`src/rtl/pulse_stretcher.sv`:
```
// Stretches single-cycle events into fixed high windows with a low gap after each one.
// Events that arrive while busy are queued. PULSE_STRETCHER_RETRIGGER_EN makes HOLD triggers extend the window.
module pulse_stretcher #(
   parameter int HOLD_CYCLES = 8,
   parameter int GAP_CYCLES  = 2,
   parameter int MAX_PENDING = 3,
   parameter int PW          = $clog2(MAX_PENDING + 1)
) (
   input  logic          clk,
   input  logic          rst,
   input  logic          trigger_in,
   output logic          level_out,
   output logic          busy,
   output logic [PW-1:0] pending,
   output logic          done,
   output logic          overflow
);

   localparam int MAXC = (HOLD_CYCLES > GAP_CYCLES) ? HOLD_CYCLES : GAP_CYCLES;
   localparam int CW   = (MAXC > 1) ? $clog2(MAXC) : 1;

   localparam logic [1:0] S_IDLE = 2'd0;
   localparam logic [1:0] S_HOLD = 2'd1;
   localparam logic [1:0] S_GAP  = 2'd2;

   localparam logic [CW-1:0] HOLD_LD = CW'(HOLD_CYCLES - 1);
   localparam logic [CW-1:0] GAP_LD  = CW'(GAP_CYCLES - 1);
   localparam logic [PW-1:0] PMAX    = PW'(MAX_PENDING);

   logic [1:0]    state_q, state_d;
   logic [CW-1:0] cnt_q, cnt_d;
   logic [PW-1:0] pend_q, pend_d;
   logic          level_q, level_d;
   logic          busy_q, busy_d;
   logic          done_q, done_d;
   logic          ovf_q, ovf_d;
   logic          inc, dec, retrig, hold_q_trig;

`ifdef PULSE_STRETCHER_RETRIGGER_EN
   assign retrig      = trigger_in;
   assign hold_q_trig = 1'b0;
`else
   assign retrig      = 1'b0;
   assign hold_q_trig = trigger_in;
`endif

   always_comb begin
      state_d = state_q;
      cnt_d   = cnt_q;
      level_d = level_q;
      done_d  = 1'b0;
      inc     = 1'b0;
      dec     = 1'b0;
      unique case (state_q)
         S_IDLE: begin
            if (trigger_in) begin
               state_d = S_HOLD;
               cnt_d   = HOLD_LD;
               level_d = 1'b1;
            end
         end
         S_HOLD: begin
            inc = hold_q_trig;
            if (retrig) begin
               cnt_d = HOLD_LD;
            end else if (cnt_q != '0) begin
               cnt_d = cnt_q - CW'(1);
            end else begin
               state_d = S_GAP;
               cnt_d   = GAP_LD;
               level_d = 1'b0;
               done_d  = 1'b1;
            end
         end
         S_GAP: begin
            if (cnt_q != '0) begin
               cnt_d = cnt_q - CW'(1);
               inc   = trigger_in;
            end else if (pend_q != '0) begin
               // Replay a queued event; a same-edge trigger takes its slot.
               state_d = S_HOLD;
               cnt_d   = HOLD_LD;
               level_d = 1'b1;
               dec     = 1'b1;
               inc     = trigger_in;
            end else if (trigger_in) begin
               state_d = S_HOLD;
               cnt_d   = HOLD_LD;
               level_d = 1'b1;
            end else begin
               state_d = S_IDLE;
            end
         end
         default: begin
            state_d = S_IDLE;
            cnt_d   = '0;
            level_d = 1'b0;
         end
      endcase
   end

   always_comb begin
      pend_d = pend_q;
      ovf_d  = 1'b0;
      if (inc && !dec) begin
         if (pend_q == PMAX) ovf_d = 1'b1;
         else                pend_d = pend_q + PW'(1);
      end else if (dec && !inc) begin
         pend_d = pend_q - PW'(1);
      end
   end

   assign busy_d = (state_d != S_IDLE);

   always_ff @(posedge clk or posedge rst) begin
      if (rst) begin
         state_q <= S_IDLE;
         cnt_q   <= '0;
         pend_q  <= '0;
         level_q <= 1'b0;
         busy_q  <= 1'b0;
         done_q  <= 1'b0;
         ovf_q   <= 1'b0;
      end else begin
         state_q <= state_d;
         cnt_q   <= cnt_d;
         pend_q  <= pend_d;
         level_q <= level_d;
         busy_q  <= busy_d;
         done_q  <= done_d;
         ovf_q   <= ovf_d;
      end
   end

   assign level_out = level_q;
   assign busy      = busy_q;
   assign pending   = pend_q;
   assign done      = done_q;
   assign overflow  = ovf_q;

endmodule

```
`config.mk`:
```
export PLATFORM = sky130hd
export DESIGN_NAME = pulse_stretcher
export DESIGN_NICKNAME = d
export VERILOG_FILES = /design/src/rtl/pulse_stretcher.sv
export SDC_FILE = /design/constraint.sdc
export NUM_CORES = 1
export LEC_CHECK = 0
export BUFFER_PORTS_ARGS = -buffer_cell sky130_fd_sc_hd__buf_4
export CORE_UTILIZATION = 45
export CTS_CLUSTER_DIAMETER = 50
export DETAILED_ROUTE_END_ITERATION = 16
export SLEW_MARGIN = 25
export SYNTH_ARGS = -nofsm -noshare
export SYNTH_HDL_FRONTEND = slang
export SYNTH_SLANG_ARGS = --single-unit
```
`constraint.sdc`:
```
create_clock -name clk -period 2.2 [get_ports clk]
set_input_delay 0.33 -clock clk [delete_from_list [all_inputs] [get_ports clk]]
set_output_delay 0.33 -clock clk [all_outputs]
set_load 0.01 [all_outputs]
```
==> flow_summary.json, run 1 <==
{
  "status": "complete, no violations",
  "post_cts_buffers": 0,
  "synth.area.top_cells": "dfrtp_1 (37%), ha_1 (10%), a21oi_1 (4.7%)",
  "synth_top_flop_cell": "dfrtp_1",
  "clk_path_buf_depth": 2,
  "grt_pass1_wl_um": 2730,
  "synth_edf_count": 0,
  "leakage_nw": 0.378,
  "yosysMostFrequentCell": "dfrtp_1",
  "cts.sinks": 11,
  "start_util_pct": 49.1,
  "register_area_sq_um": 275,
  "die_x_um": 42.8,
  "clock_latency_ns": 0.27,
  "utilization_pct": 55.4,
  "ant_nets": 0,
  "ys_ff_latch": 11,
  "grt_usage_pct": 20.4,
  "min_period_over_period_pct": 84.7,
  "port_buffers": 8,
  "grt_setup_unrepaired": "no",
  "layout.nets": 101,
  "multiInputGateArea_sq_um": 433,
  "critPathLaunchType": "flop",
  "max_cap_viol_count": 0,
  "antenna_found_initial": 0,
  "yosysSeqAreaShare_pct": 36.8,
  "tns_ns": 0,
  "syn_to_final_growth_pct": 12.9,
  "worstMarginPinSlew_ns": 0.440,
  "wirelength_um": 1580,
  "crit_fanout": 5,
  "worstSetupEndpointType": "flop",
  "worst-endpoint-required_ns": 2.35,
  "synth_cells": 82,
  "ys_warn_count": 0,
  "die-area_sq_mm": 0.00183,
  "ys_top_cells_by_count": "dfrtp_1 (11), nor2_1 (9), a21oi_1 (7)",
  "drtIter0Drc": 11,
  "grt-ovfl-total": 0,
  "clk_pin_slew_worst_paths_ns": 0.08,
  "ys_types": 33,
  "synth_area_sq_um": 748,
  "slew_viol_final": 0,
  "fp.dieH_um": 42.8,
  "route.detailed.wl_per_inst_um": 14.8,
  "fmax_mhz": 537,
  "yosys.area.top_type": "dfrtp_1",
  "grt_max_degree": 13,
  "core_sq_mm": 0.00152,
  "cts_root_buf": "clkbuf_4",
  "grt_pass1_vias": 574,
  "finalSetupViolations": 0,
  "powerDensity_mw_per_mm2": 1390,
  "num_antenna_cells": 0,
  "avgSynthCellArea_sq_um": 9.12,
  "nFillCells": 141,
  "min_period_ns": 1.86,
  "vdd_ir_drop_max_mv": 0.652,
  "tritoncts": "yes",
  "io_pins": 9,
  "hold_buffers": 0,
  "max_slew_margin_pct": 70.6,
  "vias": 637,
  "place_congestion": 0.784,
  "clock-skew-final_ns": 0.00791,
  "numCtsBuffers": 3,
  "vias_per_cell": 5.95,
  "power_w": 0.00117,
  "cp.arrival_ns": 2.02,
  "rows": 14,
  "drive_above_1_share_pct": 20.9,
  "cts.htree.levels": 1,
  "synthesis.nets": 91,
  "yosysTopAreaCellShare_pct": 36.8,
  "worst-r2r-cell-count": 6,
  "post-dp-hpwl_um": 1090,
  "drc_errors": 0,
  "first_pass_iters": 4,
  "critical_path_class": "reg2reg",
  "synthArstFlopShare_pct": 100,
  "finalHoldViolCount": 0,
  "hp-class": "in2async",
  "post_cts_resized": 0
}
==> path summary, 6_finish.rpt <==
check / slack, ns / startpoint / to
worst min-delay path: 0.05 / rst / pending[1]$_DFFE_PP0P_
min in group clk: 0.47 / trigger_in / state_q[0]$_DFF_PP0_
worst min register to register: 0.52 / level_out$_DFFE_PP0P_ / level_out$_DFFE_PP0P_
max in group asynchronous: 1.85 / rst / level_out$_DFFE_PP0P_
worst max-delay path: 0.34 / cnt_q[0]$_DFF_PP0_ / busy$_DFF_PP0_
worst max register to register: 0.34 / cnt_q[0]$_DFF_PP0_ / busy$_DFF_PP0_
==> per-layer routing <==
metal / GRT usage [%] / vias up / wire length (um)
met3: 3.83 / 4 / 49
li1: - / 311 / -
met4: 11.3 / 0 / 34
met5: 0 / - / 0
met1: 27.4 / 307 / 748
met2: 30.6 / 15 / 748
==> logic make-up after synthesis <==
group / Yosys count / share of synthesized area (%)
flops: 11 / 36.8
fa+ha+maj: 6 / 10.0
simple gates: 29 / 21.4
compound gates: 26 / 26.4
buf+inv: 10 / 5.35
==> placed cells by master (no fill, tap or decap) <==
cell type | netlist | final
dfrtp_1 | 11 | 11
o211ai_1 | 2 | 2
nand2_1 | 4 | 4
a2111oi_4 | 1 | 1
nor2b_1 | 3 | 3
a211oi_1 | 1 | 1
and3_2 | 1 | 1
or2_1 | 1 | 1
nand3_1 | 1 | 1
inv_1 | 6 | 6
or2_2 | 1 | 1
o21bai_1 | 1 | 1
a2111oi_2 | 1 | 1
ha_1 | 6 | 6
nor2_1 | 9 | 9
nor3_2 | 1 | 1
a211o_2 | 1 | 1
buf_4 | 0 | 9
o311ai_0 | 1 | 1
o221ai_1 | 1 | 1
a221oi_1 | 2 | 2
and3b_1 | 1 | 1
a31oi_1 | 2 | 2
a21o_1 | 1 | 1
o21ai_0 | 5 | 5
a21oi_1 | 7 | 7
nor3_1 | 3 | 3
nand2b_1 | 1 | 1
clkbuf_1 | 2 | 1
nand3b_1 | 1 | 1
or4b_4 | 1 | 1
and2_1 | 1 | 1
clkbuf_4 | 0 | 3
==> through the flow <==
step / cell area (sq um) / hold slack (ns) / std cells / worst slack (ns)
3_3_place_gp: 818 / 0.364 / 103 / 0.409
6_report: 845 / 0.0473 / 107 / 0.337
4_1_cts: 845 / 0.0599 / 107 / 0.337
3_5_place_dp: 818 / 0.360 / 103 / 0.364
2_1_floorplan: 748 / 0.182 / 82 / 0.485
5_1_grt: 845 / 0.0927 / 107 / 0.186
==> sequential cells by signal (all words and copies together) (netlist names) <==
| signal | count |
|---|---|
| state_q | 2 |
| overflow | 1 |
| busy | 1 |
| done | 1 |
| level_out | 1 |
| pending | 2 |
| cnt_q | 3 |
==> report_power, final <==
part           switching (W)  internal, W
Clock              0.0000722    0.0000702
Combinational       0.000361     0.000295
Sequential         0.0000880     0.000288
Total               0.000522     0.000653
==> worst max-delay path: stages (launching register included) <==
cell and delay (ns):
dfrtp_1 0.42, inv_1 0.10, ha_1 0.23, or4b_4 0.53
nor3_2 0.17, a2111oi_2 0.07, or2_1 0.22
==> layout make-up <==
type | count | share of cell area, %
multi-input combinational | 61 | 51.3
sequential | 11 | 32.6
clock buffer | 4 | 3.11
inverter | 6 | 2.67
timing repair buffer | 9 | 8.00
tap | 16 | 2.37
Power figures use the tool's default switching activity.
==> inputs of run 2 (changes only) <==
==> constraint.sdc (replaced) <==
create_clock -name clk -period 1.81 [get_ports clk]
set_input_delay 0.2715 -clock clk [delete_from_list [all_inputs] [get_ports clk]]
set_output_delay 0.2715 -clock clk [all_outputs]
set_load 0.01 [all_outputs]
==> flow_summary.json, run 2 (synthesized netlist as in run 1, its figures left out) <==
{
  "status": "finished with violations",
  "violations": "hold timing",
  "num_antenna_cells": 0,
  "clk_pin_slew_worst_paths_ns": 0.07,
  "cts.htree.levels": 1,
  "tns_ns": 0,
  "port_buffers": 8,
  "worstMarginPinSlew_ns": 0.455,
  "startpoint": "cnt_q[1]$_DFF_PP0_",
  "vias_per_cell": 5.68,
  "finalSetupViolations": 0,
  "post-dp-hpwl_um": 1150,
  "first_pass_iters": 4,
  "nFillCells": 137,
  "path_cells": "inv_1 > ha_1 > or4b_4 > nor3_2 > a2111oi_2 > or2_1",
  "ant_nets": 0,
  "drc_errors": 0,
  "route.detailed.wl_per_inst_um": 13.3,
  "wirelength_um": 1510,
  "fmax_mhz": 583,
  "finalHoldViolCount": 11,
  "drtIter0Drc": 18,
  "max_slew_margin_pct": 69.7,
  "grt_pass1_wl_um": 2600,
  "cts.sinks": 11,
  "critical_path_class": "reg2reg",
  "grt_max_degree": 13,
  "hold_buffers": 0,
  "utilization_pct": 59.4,
  "post_cts_buffers": 0,
  "top_register": "cnt_q",
  "vias": 647,
  "grt_setup_unrepaired": "no",
  "min_period_over_period_pct": 94.8,
  "path_buf_inv": 1,
  "worstSetupEndpointType": "flop",
  "r2r-start": "cnt_q[1]$_DFF_PP0_",
  "pwr-share-comb_pct": 60.4,
  "layout_common_cells": "buf_4 (16), dfrtp_1 (11), nor2_1 (9)",
  "leakage_nw": 0.412,
  "grt_pass1_vias": 590,
  "slew_viol_final": 0,
  "power.internal_w": 0.000862,
  "crit_cells": 6,
  "largest_reg_flops": 3,
  "post_cts_resized": 0,
  "clock_latency_ns": 0.27,
  "netSwitchingFraction_pct": 42.8,
  "die_x_um": 42.8,
  "antenna_found_initial": 0,
  "hp-class": "in2async",
  "dp_cells": 110,
  "numCtsBuffers": 3,
  "path_delay_family": "simple AND/OR/NAND/NOR gates",
  "rr_endpoint": "busy$_DFF_PP0_",
  "worst_path_max_delay_cell": "or4b_4",
  "holdWs_ns": -0.0139,
  "setup_ws_ns": 0.0935,
  "worst-r2r-cell-count": 6,
  "p_sw_w": 0.000645,
  "grt_usage_pct": 19.2,
  "die-area_sq_mm": 0.00183,
  "clock-skew-final_ns": 0.00466,
  "max_cap_viol_count": 0,
  "syn_to_final_growth_pct": 20.9,
  "tritoncts": "yes",
  "fp.dieH_um": 42.8,
  "final_cells": 114,
  "layout_commonest_cell": "buf_4",
  "cp-endpoint": "busy$_DFF_PP0_",
  "rows": 14,
  "power_w": 0.00151,
  "crit_fanout": 4,
  "grt-ovfl-total": 0,
  "cp_slowest_stage_delay_ns": 0.51,
  "io_pins": 9,
  "cts_root_buf": "clkbuf_4",
  "vdd_ir_drop_max_mv": 0.734,
  "rrSetupSlack_ns": 0.09,
  "layout.nets": 108,
  "start_util_pct": 49.1,
  "cp.arrival_ns": 1.87,
  "critPathLaunchType": "flop",
  "pre_cts_ws_ns": 0.100,
  "min_period_ns": 1.72,
  "powerDensity_mw_per_mm2": 1670,
  "drive_above_1_share_pct": 28.6,
  "worst-endpoint-required_ns": 1.97,
  "seqPwrFrac_pct": 28.3,
  "place_congestion": 0.801,
  "clk_path_buf_depth": 2,
  "pwr-share-clk_pct": 11.3,
  "core_sq_mm": 0.00152
}
-- run 2: cell count changes in the layout (fill, tap and decap cells not counted) --
cell      change
buf_4         +7
a211oi_1      -1
a211oi_2      +1
ha_1          -1
ha_2          +1
o311ai_0      -1
o311ai_1      +1
-- run 2: area by class of cell --
cell class	count	area, sq um	share of cell area, %
Multi-Input combinational cell	61	440	48.7
Sequential cell	11	275	30.4
Timing Repair Buffer	16	120	13.3
Clock buffer	4	26.3	2.90
Inverter	6	22.5	2.49
Tap cell	16	20.0	2.21
-- run 2: worst reg2reg max path: cells and delay by family, from the launching register on --
family / cells / cell delay [ns]
simple gates: 3 / 0.90
fa+ha+maj: 1 / 0.16
buf+inv: 1 / 0.08
compound gates: 1 / 0.08
flops: 1 / 0.40
-- run 2: power groups by stage --
| stage | Sequential [W] | Combinational, W | Clock [W] |
|---|---|---|---|
| floorplan | 0.000460 | 0.000571 | 0 |
| global placement | 0.000428 | 0.000888 | 0 |
| detailed placement | 0.000430 | 0.000889 | 0 |
| CTS | 0.000426 | 0.000898 | 0.000174 |
| global route | 0.000438 | 0.00101 | 0.000191 |
| finish | 0.000427 | 0.000910 | 0.000170 |
-- run 2: how the worst min path moves through the flow --
stage / depth (start not counted) / start / slack (ns) / to
after floorplan: 1 / rst / 0.12 / busy$_DFF_PP0_
after global placement: 2 / rst / 0.30 / pending[0]$_DFFE_PP0P_
after detailed placement: 2 / rst / 0.30 / done$_DFF_PP0_
after CTS: 2 / rst / 0.005 / pending[1]$_DFFE_PP0P_
after global routing: 2 / rst / 0.03 / pending[1]$_DFFE_PP0P_
final: 2 / rst / -0.01 / pending[1]$_DFFE_PP0P_
-- run 2: routing by layer --
metal	routed length [um]	global-route usage, %	up-vias
li1	-	-	327
met1	779	25.9	300
met2	648	29.1	16
met3	62	3.83	4
met4	23	9.38	0
met5	0	0	-
-- run 2: metrics by stage --
stage               hold WS (ns)  instance area [sq um]
floorplan                  0.124                    748
global placement           0.304                    871
detailed placement         0.301                    871
CTS                      0.00524                    897
global route              0.0342                    905
finish                   -0.0139                    905
